File: config.mk
export PLATFORM = sky130hd
export DESIGN_NAME = reg_writeback
export DESIGN_NICKNAME = d
export VERILOG_FILES = /design/src/rtl/rv_pkg.sv /design/src/rtl/wb_fifo.sv /design/src/rtl/reg_writeback.sv
export SDC_FILE = /design/constraint.sdc
export NUM_CORES = 1
export LEC_CHECK = 0
export ABC_AREA = 1
export CAP_MARGIN = 0
export CORE_MARGIN = 2
export CORE_UTILIZATION = 35
export DETAILED_ROUTE_END_ITERATION = 16
export HOLD_SLACK_MARGIN = 0.1
export PLACE_DENSITY_LB_ADDON = 0.05
export SLEW_MARGIN = 20
export SYNTH_ARGS = -nofsm -noshare
export SYNTH_HDL_FRONTEND = slang
export SYNTH_SLANG_ARGS = --single-unit
File: constraint.sdc
create_clock -name clk -period 4.4 [get_ports clk]
set_input_delay 0.66 -clock clk [delete_from_list [all_inputs] [get_ports clk]]
set_output_delay 0.66 -clock clk [all_outputs]
set_load 0.03 [all_outputs]
File: src/rtl/rv_pkg.sv
// Shared register-writeback definitions: datapath widths and the result payload
// carried from the execution units to the register-file write port.
package rv_pkg;

  localparam int unsigned XLEN       = 32;
  localparam int unsigned REG_ADDR_W = 5;
  localparam int unsigned NUM_REGS   = 32;

  // One result headed for the register file.
  typedef struct packed {
    logic [REG_ADDR_W-1:0] rd;
    logic [XLEN-1:0]       data;
  } wb_result_t;

endpackage : rv_pkg

File: src/rtl/wb_fifo.sv
// Small circular buffer holding MDU results until the write port is free.
// Ports:
//   clk, reset          clock, asynchronous active-high reset
//   push, push_data     enqueue one result (ignored when full)
//   pop, pop_data       dequeue the head (ignored when empty); pop_data = head
//   full, empty, count  occupancy, count derived from registered state only
module wb_fifo
  import rv_pkg::*;
#(
  parameter int unsigned DEPTH = 2
) (
  input  logic                       clk,
  input  logic                       reset,
  input  logic                       push,
  input  wb_result_t                 push_data,
  input  logic                       pop,
  output wb_result_t                 pop_data,
  output logic                       full,
  output logic                       empty,
  output logic [$clog2(DEPTH):0]     count
);

  localparam int unsigned PTR_W = $clog2(DEPTH);
  localparam int unsigned CNT_W = PTR_W + 1;

  wb_result_t             mem_q [DEPTH];
  logic [PTR_W-1:0]       wptr_q, wptr_d;
  logic [PTR_W-1:0]       rptr_q, rptr_d;
  logic [CNT_W-1:0]       count_q, count_d;
  logic                   do_push;
  logic                   do_pop;

  assign full     = (count_q == CNT_W'(DEPTH));
  assign empty    = (count_q == '0);
  assign count    = count_q;
  assign pop_data = mem_q[rptr_q];

  assign do_push = push && !full;
  assign do_pop  = pop && !empty;

  // Pointers wrap naturally because DEPTH is a power of two.
  always_comb begin
    wptr_d  = wptr_q;
    rptr_d  = rptr_q;
    count_d = count_q;
    if (do_push) wptr_d = wptr_q + PTR_W'(1);
    if (do_pop)  rptr_d = rptr_q + PTR_W'(1);
    case ({do_push, do_pop})
      2'b10:   count_d = count_q + CNT_W'(1);
      2'b01:   count_d = count_q - CNT_W'(1);
      default: count_d = count_q;
    endcase
  end

  always_ff @(posedge clk or posedge reset) begin
    if (reset) begin
      wptr_q  <= '0;
      rptr_q  <= '0;
      count_q <= '0;
    end else begin
      wptr_q  <= wptr_d;
      rptr_q  <= rptr_d;
      count_q <= count_d;
    end
  end

  // Storage needs no reset: entries are only read once counted valid.
  always_ff @(posedge clk) begin
    if (do_push) mem_q[wptr_q] <= push_data;
  end

endmodule : wb_fifo

File: src/rtl/reg_writeback.sv
// Register writeback stage: arbitrates ALU and buffered MDU results onto a
// registered register-file write port and tracks pending destinations for
// RAW/WAW hazard stalls.
// Ports:
//   clk, reset                      clock, asynchronous active-high reset
//   issue_en/issue_rd               decode issues an instruction writing issue_rd
//   issue_rs1_en/rs1, rs2_en/rs2    source operand reads of the issuing instruction
//   alu_valid/rd/data               single-cycle ALU result, always accepted
//   mdu_valid/rd/data, mdu_ready    MDU result handshake into the buffer
//   wr_rd_en/rd_address/rd_data     registered register-file write port
//   reg_rd_stall                    combinational hazard stall
//   busy                            any pending destination, buffered or outgoing write
module reg_writeback
  import rv_pkg::*;
#(
  parameter int unsigned FIFO_DEPTH = 2
) (
  input  logic                  clk,
  input  logic                  reset,
  input  logic                  issue_en,
  input  logic [REG_ADDR_W-1:0] issue_rd,
  input  logic                  issue_rs1_en,
  input  logic [REG_ADDR_W-1:0] issue_rs1,
  input  logic                  issue_rs2_en,
  input  logic [REG_ADDR_W-1:0] issue_rs2,
  input  logic                  alu_valid,
  input  logic [REG_ADDR_W-1:0] alu_rd,
  input  logic [XLEN-1:0]       alu_data,
  input  logic                  mdu_valid,
  input  logic [REG_ADDR_W-1:0] mdu_rd,
  input  logic [XLEN-1:0]       mdu_data,
  output logic                  mdu_ready,
  output logic                  wr_rd_en,
  output logic [REG_ADDR_W-1:0] rd_address,
  output logic [XLEN-1:0]       rd_data,
  output logic                  reg_rd_stall,
  output logic                  busy
);

  localparam int unsigned CNT_W = $clog2(FIFO_DEPTH) + 1;

  logic [NUM_REGS-1:0]   pending_q, pending_d;
  logic                  wr_en_q;
  logic [REG_ADDR_W-1:0] rd_addr_q;
  logic [XLEN-1:0]       rd_data_q;

  wb_result_t            mdu_res;
  wb_result_t            fifo_head;
  wb_result_t            sel;
  logic                  sel_vld;
  logic                  wr_load;
  logic                  fifo_push;
  logic                  fifo_pop;
  logic                  fifo_full;
  logic                  fifo_empty;
  logic [CNT_W-1:0]      fifo_count;

  assign mdu_res   = '{rd: mdu_rd, data: mdu_data};
  // Readiness comes from registered occupancy only, so a same-cycle pop
  // never opens a slot for a push.
  assign mdu_ready = !fifo_full;
  assign fifo_push = mdu_valid && mdu_ready;
  assign fifo_pop  = !alu_valid && !fifo_empty;

  wb_fifo #(
    .DEPTH (FIFO_DEPTH)
  ) u_fifo (
    .clk       (clk),
    .reset     (reset),
    .push      (fifo_push),
    .push_data (mdu_res),
    .pop       (fifo_pop),
    .pop_data  (fifo_head),
    .full      (fifo_full),
    .empty     (fifo_empty),
    .count     (fifo_count)
  );

  // ALU always wins the write port; the MDU head drains in ALU-idle cycles.
  always_comb begin
    sel     = '0;
    sel_vld = 1'b0;
    if (alu_valid) begin
      sel_vld = 1'b1;
      sel     = '{rd: alu_rd, data: alu_data};
    end else if (!fifo_empty) begin
      sel_vld = 1'b1;
      sel     = fifo_head;
    end
  end

  // x0 results are consumed but never written.
  assign wr_load = sel_vld && (sel.rd != '0);

  // Stall is based on current pending only; the register file forwards the
  // write that lands in the cycle after a clear.
  assign reg_rd_stall = (issue_rs1_en && pending_q[issue_rs1]) ||
                        (issue_rs2_en && pending_q[issue_rs2]) ||
                        (issue_en     && pending_q[issue_rd]);

  // Clear on write load, then set on issue so a fresh issue wins a same-edge tie.
  always_comb begin
    pending_d = pending_q;
    if (wr_load) pending_d[sel.rd] = 1'b0;
    if (issue_en && !reg_rd_stall && (issue_rd != '0)) pending_d[issue_rd] = 1'b1;
    pending_d[0] = 1'b0;
  end

  always_ff @(posedge clk or posedge reset) begin
    if (reset) begin
      pending_q <= '0;
      wr_en_q   <= 1'b0;
      rd_addr_q <= '0;
      rd_data_q <= '0;
    end else begin
      pending_q <= pending_d;
      wr_en_q   <= wr_load;
      if (wr_load) begin
        rd_addr_q <= sel.rd;
        rd_data_q <= sel.data;
      end
    end
  end

  assign wr_rd_en   = wr_en_q;
  assign rd_address = rd_addr_q;
  assign rd_data    = rd_data_q;
  assign busy       = (|pending_q) || (fifo_count != '0) || wr_en_q;

endmodule : reg_writeback

## Word level (Yosys, flattened, before mapping)

Memory sizes are Yosys's and may differ from the RTL's.
Index checks and enable logic that the tools add are counted.

| word-level totals | value |
|---|---|
| register bits | 73 |
| bits in latches | 0 |
| RAM bits | 74 |
| ROM bits | 0 |
| input bits | 96 |
| output and inout bits | 41 |
| word-level logic and storage cells | 69 |
| memories | 1 |

Memory list:

| memory | depth | width | read ports | clocked after memory_dff | wr ports | line | source |
|---|---|---|---|---|---|---|---|
| u_fifo.mem_q | 2 | 37 | 1 | 0 | 1 | wb_fifo.sv:26 | `wb_result_t mem_q [DEPTH];` |

| operators by class | value |
|---|---|
| $add $sub $neg | 4 |
| multipliers | 0 |
| div/mod/pow operators | 0 |
| $lt $le $gt $ge | 6 |
| eq/ne operators | 3 |
| shifts and indexed selects | 0 |
| multiplexer cells | 19 |
| bitwise gates (word level) | 3 |
| reduce and logical (&&, ||, !) cells | 26 |

Operators by type and width:

| operator | count |
|---|---|
| 37-bit 2-to-1 mux | 2 |
| 32-bit 2-to-1 mux | 2 |
| 32-bit AND | 1 |
| 32-bit NOT | 1 |
| 32-bit bitwise OR | 1 |
| 31-bit OR reduction | 1 |
| 5-bit by 6-bit less-than comparator with 1-bit output, second input constant | 4 |
| 1-bit binary-select mux with 5-bit select | 3 |
| 1-bit logical AND | 12 |
| 1-bit demux with 5-bit select | 2 |
| 5-bit by 1-bit greater-or-equal comparator with 1-bit output, second input constant | 2 |
| 5-bit nonzero test | 2 |
| 1-bit 2-to-1 mux | 9 |
| 2-bit equality test, second input constant | 2 |
| 1-bit zero test | 4 |
| 1-bit logical OR | 4 |
| 2-bit case mux with 2 select lines | 1 |
| 2-bit nonzero test | 2 |
| 1-bit adder, second input constant | 2 |
| 2-bit by 1-bit adder with 2-bit output, second input constant | 1 |
| 2-bit by 1-bit equality test with 1-bit output, second input constant | 1 |
| 2-bit zero test | 1 |
| 2-bit by 1-bit subtractor with 2-bit output, second input constant | 1 |

## Depth between registers and ports, before layout

| depth | value |
|---|---|
| depth after elaboration | 12 |
| depth in mapped cells | 15 |
| gate-level depth less buffers | 13 |

## By module

From an unflattened synthesis, not the netlist that was laid out.

| unflattened totals | value |
|---|---|
| cell total of the unflattened synthesis | 861 |
| area, all modules | 7,364.6 sq um |

Modules (own cells, without submodules):

| module | instances | cells an instance | area an instance (sq um) | seq. area each (sq um) |
|---|---|---|---|---|
| reg_writeback | 1 | 635 | 4,379.2 | 1,726.7 |
| wb_fifo | 1 | 226 | 2,985.4 | 2,322.2 |

## Least setup slack after synthesis

No wires, ideal clock.

| path | value |
|---|---|
| kind | register to register |
| from | reg u_fifo.count_q[0], in the netlist u_fifo.count[0] |
| to | mem u_fifo.mem_q[1][0] (netlist bit) (enable) |
| library setup time | 433 ps |
| arrival | 2,451 ps |
| required time | 3,967 ps |
| slack | 1,516 ps |
| stages on the path, launching flop included | 5 |
| path buffers | 0 |
| period minus slack after synthesis | 2,884 ps |
| cells stage by stage | dfrtp_1 -> inv_1 -> nand2_1 -> nand2_1 -> nor2_1 |

| between the ends | value |
|---|---|
| longest elaborated chain between the ends | 6 |

Ends and longest elaborated chain:

| what | line | source |
|---|---|---|
| from (decl) | wb_fifo.sv:29 | `logic [CNT_W-1:0] count_q, count_d;` |
| from (signal assigned) | wb_fifo.sv:63 | `count_q <= count_d;` |
| 2-bit equality test (*) | wb_fifo.sv:33 | `assign full = (count_q == CNT_W'(DEPTH));` |
| 1-bit zero test (*) | reg_writeback.sv:61 | `assign mdu_ready = !fifo_full;` |
| net mdu_ready | reg_writeback.sv:32 | `output logic mdu_ready,` |
| 1-bit logical AND | reg_writeback.sv:62 | `assign fifo_push = mdu_valid && mdu_ready;` |
| 1-bit logical AND (*) | wb_fifo.sv:38 | `assign do_push = push && !full;` |
| 1-bit 2-to-1 mux (*) | wb_fifo.sv:69 | `if (do_push) mem_q[wptr_q] <= push_data;` |
| 1-bit 2-to-1 mux (not written as such) (*) | wb_fifo.sv:69 |  |
| to (decl) | wb_fifo.sv:26 |  |

Mark *: on every way through the listed nets, which the timed path passes. The rest lies on a longest branch.

## Worst setup path after layout

| path | value |
|---|---|
| from | in issue_rs1[0] |
| to | out reg_rd_stall |

| between the ends | value |
|---|---|
| longest elaborated chain between the ends | 5 |

Ends and longest elaborated chain:

| what | line | source |
|---|---|---|
| from (decl) | reg_writeback.sv:23 | `input logic [REG_ADDR_W-1:0] issue_rs1,` |
| 1-bit binary-select mux with 5-bit select | reg_writeback.sv:97 | `assign reg_rd_stall = (issue_rs1_en && pending_q[issue_rs1]) \|\|` |
| 1-bit 2-to-1 mux (not written as such) | reg_writeback.sv:97 |  |
| 1-bit logical AND | reg_writeback.sv:97 |  |
| 1-bit logical OR | reg_writeback.sv:97 |  |
| 1-bit logical OR | reg_writeback.sv:98 | `(issue_rs2_en && pending_q[issue_rs2]) \|\|` |
| to (decl) | reg_writeback.sv:36 | `output logic reg_rd_stall,` |

No other way between the ends. The select of a mux whose other input is x is not followed.

==> flow_summary_export.csv <==
group,metric,value,unit
outcome,outcome,"completed",
pwr,power_leakage,0.00402,uW
pwr,irDropWorstVdd,0.326,mV
setup_path,cp.arrival,3.37,ns
timing,finClkSkew,0.0136,ns
routing,antenna_left,0,
timing,tightest_slew,0.976,ns
timing,min_period,4.03,ns
min_path,min_from,"rd_address[4]",
final_layout,n_antenna_cell,0,
cts,cts_buffers,17,
synthesis,synthArstFlopShare,49.7,%
timing,setup_tns,0,ns
synthesis,synth_ff_type,"edfxtp_1",
final_layout,fin_util,46.2,%
cts,clk-insertion-delay-late,0.42,ns
timing,setup_violations,0,
routing,num_vias,6146,
routing,drtIter0Drc,285,
setup_path,cp.required,3.74,ns
synthesis,netlist.area_leader.share,29.5,%
setup_path,r2r_slack,1.95,ns
cts,cts_sinks,147,
placed_design,dp_cells,1190,
synthesis,ys_warn_count,0,
global_route,grt_pass1_vias,6182,
routing,dr.pass1.iters,6,
timing,min_period_over_period,91.6,%
cts,ctsHoldBuffers,0,
global_route,grt_max_degree,34,
placed_design,io_buffers,136,
synthesis,netlist_area,0.00754,mm2
synthesis,synth_area_per_cell,9.40,um2
placed_design,gp_congestion,0.922,
routing,wl_per_cell,17.8,um
placed_design,place_area,0.00912,mm2
timing,hold_viol,0,
setup_path,r2r-end,"rd_data[3]",
timing,fmax,0.248,GHz
floorplanning,die_h,151,um
routing,drc,0,
timing,maxSlewViolCount,0,
placed_design,pre_cts_slack,0.426,ns
synthesis,synth_area_leader_cell,"edfxtp_1",
timing,slew_headroom,34.9,%
global_route,grt_pass1_wl,34.1,mm
min_path,hold_end,"rd_address[4]",
setup_path,startpoint_type,"input port",
flow_run,maxCapViolCount,0,
min_path,hold_depth,2,
floorplanning,num_rows,53,
synthesis,synth-edff-count,74,
synthesis,yosysUniqueCellTypes,33,
floorplanning,die_w,151,um
final_layout,layout.cells.non_filler,1222,
cts,cts_setup_buffers,0,
placed_design,dp_hpwl,15.5,mm
synthesis,synth.most_common_cell,"nand2_1",
final_layout,fillers,2014,
floorplanning,start_util,35.8,%
final_layout,area_growth,29.1,%
cts,cts_tree,"yes",
final_layout,num-nets-final,1031,
cts,post_cts_resized,0,
cts,ctsHtreeMaxLevel,4,
synthesis,synth_nets,899,
timing,fin_ws,0.369,ns
setup_path,timing.rr.start,"u_fifo.count[1]",
setup_path,crit_fanout,23,
global_route,track_usage,19.8,%
synthesis,ys_seq_area_share,53.7,%
min_path,hp-class,"flop to flop",
routing,wl,21.8,mm
cts,path_clk_slew,0.07,ns
pwr,power_density,628,mW/mm2
floorplanning,core,0.0211,mm2
setup_path,cp-end-kind,"output port",
synthesis,ys_ff_latch,147,
floorplanning,io_pins,137,
floorplanning,die-area,0.0227,mm2
synthesis,synth.area.top_cells,"edfxtp_1, dfrtp_1, nand2_1",
final_layout,final_cell_area,0.00974,mm2
global_route,grt.overflow.total,0,
setup_path,worst-setup-path-type,"input port to output port",
synthesis,synth_common_cells,"nand2_1, nor2_1, nand3_1",
routing,viasPerCell,5.03,
cts,cts.path.max_buffers,2,
final_layout,drive_gt1_share,13.0,%
global_route,grt_antenna_before_repair,1,
synthesis,syn_inst,802,
timing,rsz0062_at_grt,"no",
cts,cts_root_buffer,"clkbuf_16",
setup_path,reg2regPathDepth,9,
## kinds of logic after synthesis
| kind of cell | count (synthesis) | synth area share [%] |
|---|---|---|
| buffers and inverters | 98 | 6.24 |
| flip-flops | 147 | 53.7 |
| XOR/XNOR | 3 | 0.348 |
| AND/OR/NAND/NOR | 389 | 23.6 |
| multiplexers | 32 | 4.25 |
| AO/OA/AOI/OAI | 132 | 11.7 |
| adder cells (fa/ha/maj) | 1 | 0.166 |
## routing by layer
layer	wire [um]	track usage [%]	vias up
met5	0	0	-
met4	367	6.03	0
met3	1190	5.18	25
met2	11100	34.5	171
met1	9130	24.0	2963
li1	-	-	2987
## cell type report
cell class	instances	area, um2	area share [%]
sequential	147	4050	41.6
multi-input combinational	557	3040	31.2
timing repair buffer	148	1450	14.8
clock buffer	18	439	4.51
tap	275	344	3.53
inverter	63	236	2.43
clock inverter	14	181	1.86
## registers in the layout (all words and copies together) (netlist names)
name	flops
u_fifo.mem_q	74
rd_data	32
pending_q	31
rd_address	5
u_fifo.count	2
u_fifo.rptr_q	1
u_fifo.wptr_q	1
wr_rd_en	1
## critical path, cell delays in order
cell	delay (ns)
clkdlybuf4s50_1	0.95
inv_2	0.21
nand2_1	0.14
nand3_1	0.07
nand3_1	0.09
nand3_1	0.08
nand3b_1	0.08
nand2_1	0.05
nor2_1	0.23
nor2_4	0.10
inv_2	0.06
clkdlybuf4s50_1	0.66
## stage by stage
stage               power, uW  hold slack, ns
finish                   6120           0.504
global route             6480           0.532
CTS                      6190           0.514
detailed placement       4640           0.492
global placement         4620           0.492
floorplan                3760           0.472
## worst max-delay path by stage
stage,start,end,depth (start not counted)
4_1_cts,issue_rs1[0],reg_rd_stall,12
6_report,issue_rs1[0],reg_rd_stall,12
3_3_place_gp,issue_rs1[0],reg_rd_stall,12
3_5_place_dp,issue_rs1[0],reg_rd_stall,12
2_1_floorplan,u_fifo.count[0],u_fifo.mem_q[1][0],4
5_1_grt,issue_rs1[0],reg_rd_stall,12
## where the power goes
| part | internal [uW] | switching (uW) |
|---|---|---|
| registers | 1920 | 389 |
| logic | 882 | 1400 |
| clock network | 880 | 647 |
## cell usage in the layout (no fill, tap or decap), types with 2 or more instances in the layout
master / count
nand2_1: 180
clkdlybuf4s50_1: 135
nor2_1: 82
nand3_1: 80
edfxtp_1: 74
dfrtp_1: 72
inv_1: 51
o21ai_0: 51
mux2i_1: 32
a21oi_1: 29
a21oi_2: 29
nor2_4: 22
clkbuf_16: 17
inv_2: 12
buf_4: 12
a2bb2oi_1: 10
nor3_1: 8
nor4_1: 6
a22oi_2: 5
inv_8: 5
nand4_1: 4
nand2_2: 3
a21oi_4: 3
clkinvlp_4: 3
inv_6: 3
o211ai_1: 2
o21ai_1: 2
xnor2_1: 2
bufinv_16: 2
No activity file was read; power rests on OpenSTA's default activity.
